`config.mk`:
```
export PLATFORM = sky130hd
export DESIGN_NAME = shift_add_mult
export DESIGN_NICKNAME = d
export VERILOG_FILES = /design/src/rtl/shift_add_mult.sv
export SDC_FILE = /design/constraint.sdc
export NUM_CORES = 1
export LEC_CHECK = 0
export CAP_MARGIN = 0
export CORE_MARGIN = 2
export CORE_UTILIZATION = 30
export DETAILED_ROUTE_END_ITERATION = 6
export DONT_BUFFER_PORTS = 1
export MAX_ROUTING_LAYER = met4
export SYNTH_ARGS = -nofsm -noshare
export SYNTH_HDL_FRONTEND = slang
export SYNTH_SLANG_ARGS = --single-unit
export TNS_END_PERCENT = 30
```
`constraint.sdc`:
```
create_clock -name clk -period 6 [get_ports clk]
set_input_delay 0.9 -clock clk [delete_from_list [all_inputs] [get_ports clk]]
set_output_delay 0.9 -clock clk [all_outputs]
set_load 0.03 [all_outputs]
```
`src/rtl/shift_add_mult.sv`:
```
// Sequential shift-and-add multiplier: one partial product per cycle from a
// barrel left shifter, yielding (a*b) mod 2^data_width after a fixed 9-cycle latency.

module left_shifter #(
    parameter int data_width = 8,
    parameter int shift_len  = 3
) (
    input  logic [data_width-1:0] data_in,
    input  logic [shift_len-1:0]  bits,
    output logic [data_width-1:0] data_out
);
    logic [data_width-1:0] stage_v;

    // Log-depth barrel: stage i shifts by 2**i when bits[i] is set.
    always_comb begin
        stage_v = data_in;
        for (int i = 0; i < shift_len; i++) begin
            if (bits[i]) begin
                stage_v = stage_v << (1 << i);
            end
        end
        data_out = stage_v;
    end
endmodule

module shift_add_mult #(
    parameter int data_width = 8,
    parameter int shift_len  = 3
) (
    input  logic                  clk,
    input  logic                  rst,
    input  logic                  start,
    input  logic [data_width-1:0] a,
    input  logic [data_width-1:0] b,
    output logic                  busy,
    output logic                  done,
    output logic [data_width-1:0] product
);
    typedef enum logic [1:0] {
        IDLE = 2'd0,
        RUN  = 2'd1,
        DONE = 2'd2
    } state_t;

    localparam logic [shift_len-1:0] LAST_BIT = shift_len'(data_width - 1);

    state_t                state_q,   state_d;
    logic [data_width-1:0] a_q,       a_d;
    logic [data_width-1:0] b_q,       b_d;
    logic [data_width-1:0] acc_q,     acc_d;
    logic [data_width-1:0] product_q, product_d;
    logic [shift_len-1:0]  cnt_q,     cnt_d;

    logic [data_width-1:0] shifted;
    logic [data_width-1:0] partial;
    logic [data_width-1:0] sum;

    left_shifter #(
        .data_width(data_width),
        .shift_len (shift_len)
    ) u_left_shifter (
        .data_in (a_q),
        .bits    (cnt_q),
        .data_out(shifted)
    );

    assign partial = b_q[cnt_q] ? shifted : '0;
    assign sum     = acc_q + partial;   // carry-out intentionally dropped

    always_comb begin
        state_d   = state_q;
        a_d       = a_q;
        b_d       = b_q;
        acc_d     = acc_q;
        cnt_d     = cnt_q;
        product_d = product_q;
        case (state_q)
            IDLE, DONE: begin
                if (start) begin
                    state_d = RUN;
                    a_d     = a;
                    b_d     = b;
                    acc_d   = '0;
                    cnt_d   = '0;
                end else begin
                    state_d = IDLE;
                end
            end
            RUN: begin
                acc_d = sum;
                if (cnt_q == LAST_BIT) begin
                    state_d   = DONE;
                    product_d = sum;
                end else begin
                    cnt_d = cnt_q + 1'b1;
                end
            end
            default: state_d = IDLE;
        endcase
    end

    always_ff @(posedge clk) begin
        if (rst) begin
            state_q   <= IDLE;
            a_q       <= '0;
            b_q       <= '0;
            acc_q     <= '0;
            cnt_q     <= '0;
            product_q <= '0;
        end else begin
            state_q   <= state_d;
            a_q       <= a_d;
            b_q       <= b_d;
            acc_q     <= acc_d;
            cnt_q     <= cnt_d;
            product_q <= product_d;
        end
    end

    assign busy    = (state_q == RUN);
    assign done    = (state_q == DONE);
    assign product = product_q;
endmodule

```
==> results.yml, run 1 <==
grt:
  grtUsageTotal: 0.132
  antenna_found_initial: 0
  grt_overflow_total: 0
  grt_first_pass_wirelength_um: 7380
  first_global_vias: 1577
  grt_max_degree: 42
logic_synthesis:
  most_used_standard_cell_by_instance_count_after_synthesis: "sky130_fd_sc_hd__nand2_1"
  synth-xor-area-share: 0.0131
  portion_of_the_post_synthesis_area_used_by_sequential_elements: 0.369
  synth_top_area_share: 0.369
  synthesis.area_um2: 2010
  synthDistinctLibCells: 41
  synth_top_flop_cell: "sky130_fd_sc_hd__dfxtp_1"
  main_combinational_cell_family_by_area_after_synthesis: "simple AND/OR/NAND/NOR gates"
  synthCells: 244
  yosys_register_bits: 37
  synthesis.yosys.warnings: 0
  post_synth_most_frequent_cells: "sky130_fd_sc_hd__nand2_1 (51), sky130_fd_sc_hd__dfxtp_1 (37), sky130_fd_sc_hd__a21oi_1 (33)"
  synth_adder_area_share: 0.0660
  synth-edff-count: 0
  synthArstFlopShare: 0
  synthSimpleGateAreaFrac: 0.246
  ys_top_cells_by_area: "sky130_fd_sc_hd__dfxtp_1 (37%), sky130_fd_sc_hd__nand2_1 (9.5%), sky130_fd_sc_hd__a21oi_1 (8.2%), sky130_fd_sc_hd__ha_1 (5.6%), sky130_fd_sc_hd__nor2_1 (4.1%)"
  number_of_nets_produced_by_synthesis: 273
  synth_compound_gate_area_share: 0.169
  post_synth_mux_area_share: 0.0953
  synth_area_leader_cell: "sky130_fd_sc_hd__dfxtp_1"
  avg_inst_size_synth_um2: 8.24
finish:
  regArea_um2: 741
  fillCellCount: 668
  postLayoutCoreUtil: 0.333
  antenna_cells_inserted: 0
  syn2layout_area_growth_pct: 6.41
  layout-drive-gt1-share: 0.0628
  final_cells: 316
  multi_input_area_um2: 1180
  finalNetCount: 267
sta:
  achievable-frequency_mhz: 288
  layout_min_cycle_time_ns: 3.47
  setup_viol: 0
  totalNegativeSetupSlack_ns: 0
  finClkSkew_ns: 0.00832
  grt_setup_unrepaired: "false"
  max-slew-margin-rel: 0.493
  final_max_slew_violation_count: 0
  fin_hold_viols: 0
  worst_pin_slew_ns: 0.760
  timing.final.crit_share: 0.579
  timing.final.ws_setup_ns: 2.53
worst_setup_path:
  cp.required_ns: 6.17
  start_kind: "flop"
  setup.worst_path.start: "cnt_q[0]"
  cp_max_fo: 16
  critical_path.endpoint_type: "flop"
  crit_type: "reg -> reg"
  regToRegStartpoint: "cnt_q[0]"
  timing.critical_path.arrival_ns: 3.65
routing:
  drtIter0Drc: 61
  total_detailed_routing_wirelength_um: 4360
  wl_per_cell_um: 13.8
  route.detailed.drc: 0
  drtPass1Iterations: 4
  postRouteAntennaNets: 0
  vias_per_cell: 5.12
  detailroute.via_count: 1617
worst_hold_path:
  min_path_type: "reg -> reg"
  hold_path_startpoint: "b_q[6]"
job:
  maxCapViolCount: 0
place:
  cell_count_after_placement: 308
  place.port_buffers: 0
  place_hpwl_um: 3130
  detailedPlace.worstSlack_ns: 2.54
  finalWeightedCongestion: 0.840
cts:
  clock_tree_from_tritoncts: "yes"
  clock_insertion_delay_worst_skew_ns: 0.30
  cts_max_path_buffers: 2
  clock_sink_count: 37
  clock_tree.htree_level_count: 2
  clk_transition_reported_paths_ns: 0.08
  cts_buffers: 5
  postCtsResizedCells: 0
  cts_root_buffer: "sky130_fd_sc_hd__clkbuf_8"
  cts_setup_buffers: 0
  cts.hold.buffers_added: 0
floorplanning:
  die_extent_in_x_um: 85.8
  rows: 29
  core_ar_um2: 6420
  die_area_um2: 7370
  initial_utilization: 0.313
  boundaryPins: 29
  dieHeight_um: 85.8
pwr:
  power.ir.vdd_worst_uv: 124
  power_per_cell_area_nw_per_um2: 228
  leakage_nw: 0.793
outcome:
  run_status: "finished, final reports clean"
==> registers in the layout, summed over array words and instances (netlist names) <==
signal   flops
a_q          8
acc_q        8
b_q          8
product      8
cnt_q        3
state_q      2
==> final cells by class <==
type	count	share of cell area
Clock buffer	5	0.0322
Sequential cell	37	0.346
Timing Repair Buffer	1	0.00351
Clock inverter	3	0.00995
Multi-Input combinational cell	188	0.554
Inverter	5	0.00878
Tap cell	77	0.0451
==> final timing paths <==
check	endpoint	slack [ns]	cells past startpoint
max	product[6]	2.53	12
min	b_q[6]	0.45	2
max reg2reg	product[6]	2.53	12
min reg2reg	b_q[6]	0.45	2
==> metal layers <==
layer | vias to the layer above | part of all wire | global-route usage
met5 | - | 0 | -
met4 | 0 | 0.022 | 0.0563
met3 | 9 | 0.057 | 0.0385
met2 | 39 | 0.45 | 0.209
met1 | 727 | 0.47 | 0.155
li1 | 842 | - | -
==> critical path: stages (launching register included) <==
cell and delay (ns):
sky130_fd_sc_hd__dfxtp_1 0.75, sky130_fd_sc_hd__mux4_2 0.35, sky130_fd_sc_hd__or2b_1 0.28, sky130_fd_sc_hd__nor3b_1 0.25, sky130_fd_sc_hd__ha_1 0.21, sky130_fd_sc_hd__inv_1 0.05
sky130_fd_sc_hd__fa_1 0.39, sky130_fd_sc_hd__nor2b_1 0.13, sky130_fd_sc_hd__o21ai_0 0.10, sky130_fd_sc_hd__a21boi_0 0.33, sky130_fd_sc_hd__nor3_1 0.09, sky130_fd_sc_hd__nor3b_1 0.29
sky130_fd_sc_hd__o31ai_1 0.12
==> power breakdown <==
group          switching (mW)  leakage [nW]  total [mW]  internal (mW)
clock network          0.0966        0.0445       0.179         0.0824
logic                  0.0268         0.447      0.0463         0.0195
registers             0.00935         0.301       0.263          0.254
total                   0.133         0.793       0.488          0.356
==> per-stage QoR <==
step | hold slack (ns) | power (mW) | cell area, um2
floorplan | 0.432 | 0.309 | 2010
global placement | 0.437 | 0.315 | 2050
detailed placement | 0.445 | 0.316 | 2050
CTS | 0.457 | 0.497 | 2140
global route | 0.477 | 0.515 | 2140
finish | 0.454 | 0.488 | 2140
==> kinds of logic after synthesis <==
family | count (synthesis)
flip-flops | 37
buffers and inverters | 19
AND/OR/NAND/NOR | 106
XOR/XNOR | 3
multiplexers | 12
AO/OA/AOI/OAI | 57
adder cells (fa/ha/maj) | 10
==> cells in the final DEF, fill, tap and decap left out, drive strengths merged, types with 3 or more instances in the layout <==
| cell | Yosys | routed |
|---|---|---|
| nand3b | 3 | 3 |
| o21ai | 5 | 5 |
| inv | 5 | 6 |
| nand3 | 3 | 3 |
| mux4 | 5 | 5 |
| dfxtp | 37 | 37 |
| ha | 9 | 9 |
| nand2 | 51 | 51 |
| nor2 | 22 | 22 |
| a21oi | 33 | 33 |
| nor2b | 8 | 8 |
| nor3b | 4 | 4 |
| nand2b | 5 | 5 |
| mux2i | 6 | 6 |
| a22oi | 5 | 5 |
| clkbuf | 10 | 5 |
| a21o | 4 | 4 |
| a211oi | 3 | 3 |
(Power assumes the default switching activity.)
==> run 2: changes to the inputs <==
clock period = 3.55 ns   (was 6 ns; I/O delays follow)
==> run 2 against run 1 <==
Compared with the run above:
- non-clock buffer count up 2
- sequential share of layout area down 0.71 points
- first-iteration DRC count up 4.9%
- worst hold slack worse by 0.15 ns
- clock power up 110%
- final cell count up 0.63%
- count of clock-buffer cells in the layout up 1
- wire length down 1.1%
- largest cell class unchanged
- total power up 86%
- maximum frequency up 14%
- global-route usage up 0.083 points
==> results.yml, run 2 (synthesized netlist as in run 1, its figures left out) <==
grt:
  first_global_vias: 1546
  grt_max_degree: 42
  antenna_found_initial: 0
  grtUsageTotal: 0.132
  grt_overflow_total: 0
  grt_first_pass_wirelength_um: 7470
worst_setup_path:
  slowest_stage: "sky130_fd_sc_hd__mux4_1"
  timing.critical_path.max_delay_family: "multiplexers"
  worst-r2r-cell-count: 10
  ff2ff_setup_slack_ns: 0.51
  critical_path_cell_count: 10
  critPathBufInv: 1
  terminus_of_the_critical_flop_to_flop_path: "acc_q[7]"
  timing.critical_path.arrival_ns: 3.21
  slowest_delay_ns: 0.60
  cp_max_fo: 15
  cp.required_ns: 3.72
  setup.worst_path.start: "cnt_q[0]"
  start_kind: "flop"
  crit_type: "reg -> reg"
  regToRegStartpoint: "cnt_q[0]"
  cp_common_cell: "sky130_fd_sc_hd__a21oi_1"
  worstPathCellList: "buf_4, mux4_1, a21boi_0, nor2_1, ha_1, nand4_1, a21oi_1, nor4_2, a21oi_1, mux2_1"
  critical_path.endpoint_type: "flop"
routing:
  total_detailed_routing_wirelength_um: 4310
  drtPass1Iterations: 4
  drtIter0Drc: 64
  route.detailed.drc: 0
  wl_per_cell_um: 13.6
  vias_per_cell: 5.12
  detailroute.via_count: 1628
  postRouteAntennaNets: 0
cts:
  cts_buffers: 5
  cts.hold.buffers_added: 0
  cts_root_buffer: "sky130_fd_sc_hd__clkbuf_8"
  clock_sink_count: 37
  clock_insertion_delay_worst_skew_ns: 0.29
  cts_setup_buffers: 0
  clk_transition_reported_paths_ns: 0.08
  postCtsResizedCells: 0
  clock_tree_from_tritoncts: "yes"
  cts_max_path_buffers: 2
  clock_tree.htree_level_count: 2
place:
  place.port_buffers: 0
  finalWeightedCongestion: 0.801
  detailedPlace.worstSlack_ns: 0.522
  place_hpwl_um: 3100
  postPlaceCellArea_um2: 2060
  cell_count_after_placement: 310
sta:
  achievable-frequency_mhz: 329
  grt_setup_unrepaired: "false"
  timing.final.crit_share: 0.857
  totalNegativeSetupSlack_ns: 0
  max-slew-margin-rel: 0.500
  timing.final.ws_setup_ns: 0.509
  layout_min_cycle_time_ns: 3.04
  worst_pin_slew_ns: 0.750
  setup_viol: 0
  fin_hold_viols: 0
  finalHoldWorstSlack_ns: 0.307
  finClkSkew_ns: 0.00712
  final_max_slew_violation_count: 0
outcome:
  run_status: "finished, final reports clean"
finish:
  final_cell_mix: "sky130_fd_sc_hd__nand2_1 (51), sky130_fd_sc_hd__dfxtp_1 (37), sky130_fd_sc_hd__a21oi_1 (33)"
  layout.cell_area.non_filler_um2: 2180
  final_cells: 318
  syn2layout_area_growth_pct: 8.65
  most_common_cell_after_layout_fill_and_taps_aside: "sky130_fd_sc_hd__nand2_1"
  antenna_cells_inserted: 0
  finalNetCount: 269
  postLayoutCoreUtil: 0.340
  layout-drive-gt1-share: 0.0705
  fillCellCount: 680
pwr:
  p_sw_mw: 0.217
  switching_share: 0.239
  power.sequential.fraction: 0.483
  leakage_nw: 0.817
  power_per_cell_area_nw_per_um2: 416
  comb_pwr_share: 0.095
  power_frac_clock: 0.422
  power.ir.vdd_worst_uv: 239
  total_power_mw: 0.908
  p_int_mw: 0.692
floorplanning:
  boundaryPins: 29
  core_ar_um2: 6420
  die_extent_in_x_um: 85.8
  dieHeight_um: 85.8
  rows: 29
  initial_utilization: 0.313
  die_area_um2: 7370
worst_hold_path:
  min_path_type: "in -> reg"
  timing.hold.worst_path_depth: 1
  hold_path_startpoint: "rst"
  hold_path_end: "product[3]"
job:
  maxCapViolCount: 0
## run 2: cell types whose count changed in the layout (fill, tap and decap cells not counted)
cell / change
sky130_fd_sc_hd__buf_4: +2
sky130_fd_sc_hd__bufinv_16: +1
sky130_fd_sc_hd__clkbuf_8: +1
sky130_fd_sc_hd__clkinv_2: -1
sky130_fd_sc_hd__inv_6: -1
## run 2: cell type report
cell class,count,area [um2],share of cell area
multi-input cells,188,1180,0.543
flip-flops and latches,37,741,0.339
well taps,77,96.3,0.0441
clock buffers,6,82.6,0.0378
clock inverters,2,37.5,0.0172
repair buffers,3,22.5,0.0103
inverters,5,18.8,0.00860
## run 2: worst max-delay path by stage
stage                       endpoint  slack, ns
final                       acc_q[7]       0.51
after global routing        acc_q[7]       0.19
after CTS                   acc_q[7]       0.48
after detailed placement    acc_q[7]       0.52
after global placement    product[6]       0.59
after floorplan             acc_q[7]       0.71
## run 2: power by group through the flow
stage                     clock network (mW)  logic, mW  registers [mW]
after global routing                   0.418     0.0981           0.441
after floorplan                            0     0.0773           0.446
after detailed placement                   0     0.0876           0.449
final                                  0.383     0.0866           0.438
after global placement                     0     0.0861           0.448
after CTS                              0.397     0.0880           0.439
## run 2: per-layer routing
layer | track usage | part of all wire
met5 | - | 0
met4 | 0.0260 | 0.0044
met3 | 0.0414 | 0.061
met2 | 0.208 | 0.47
met1 | 0.169 | 0.47
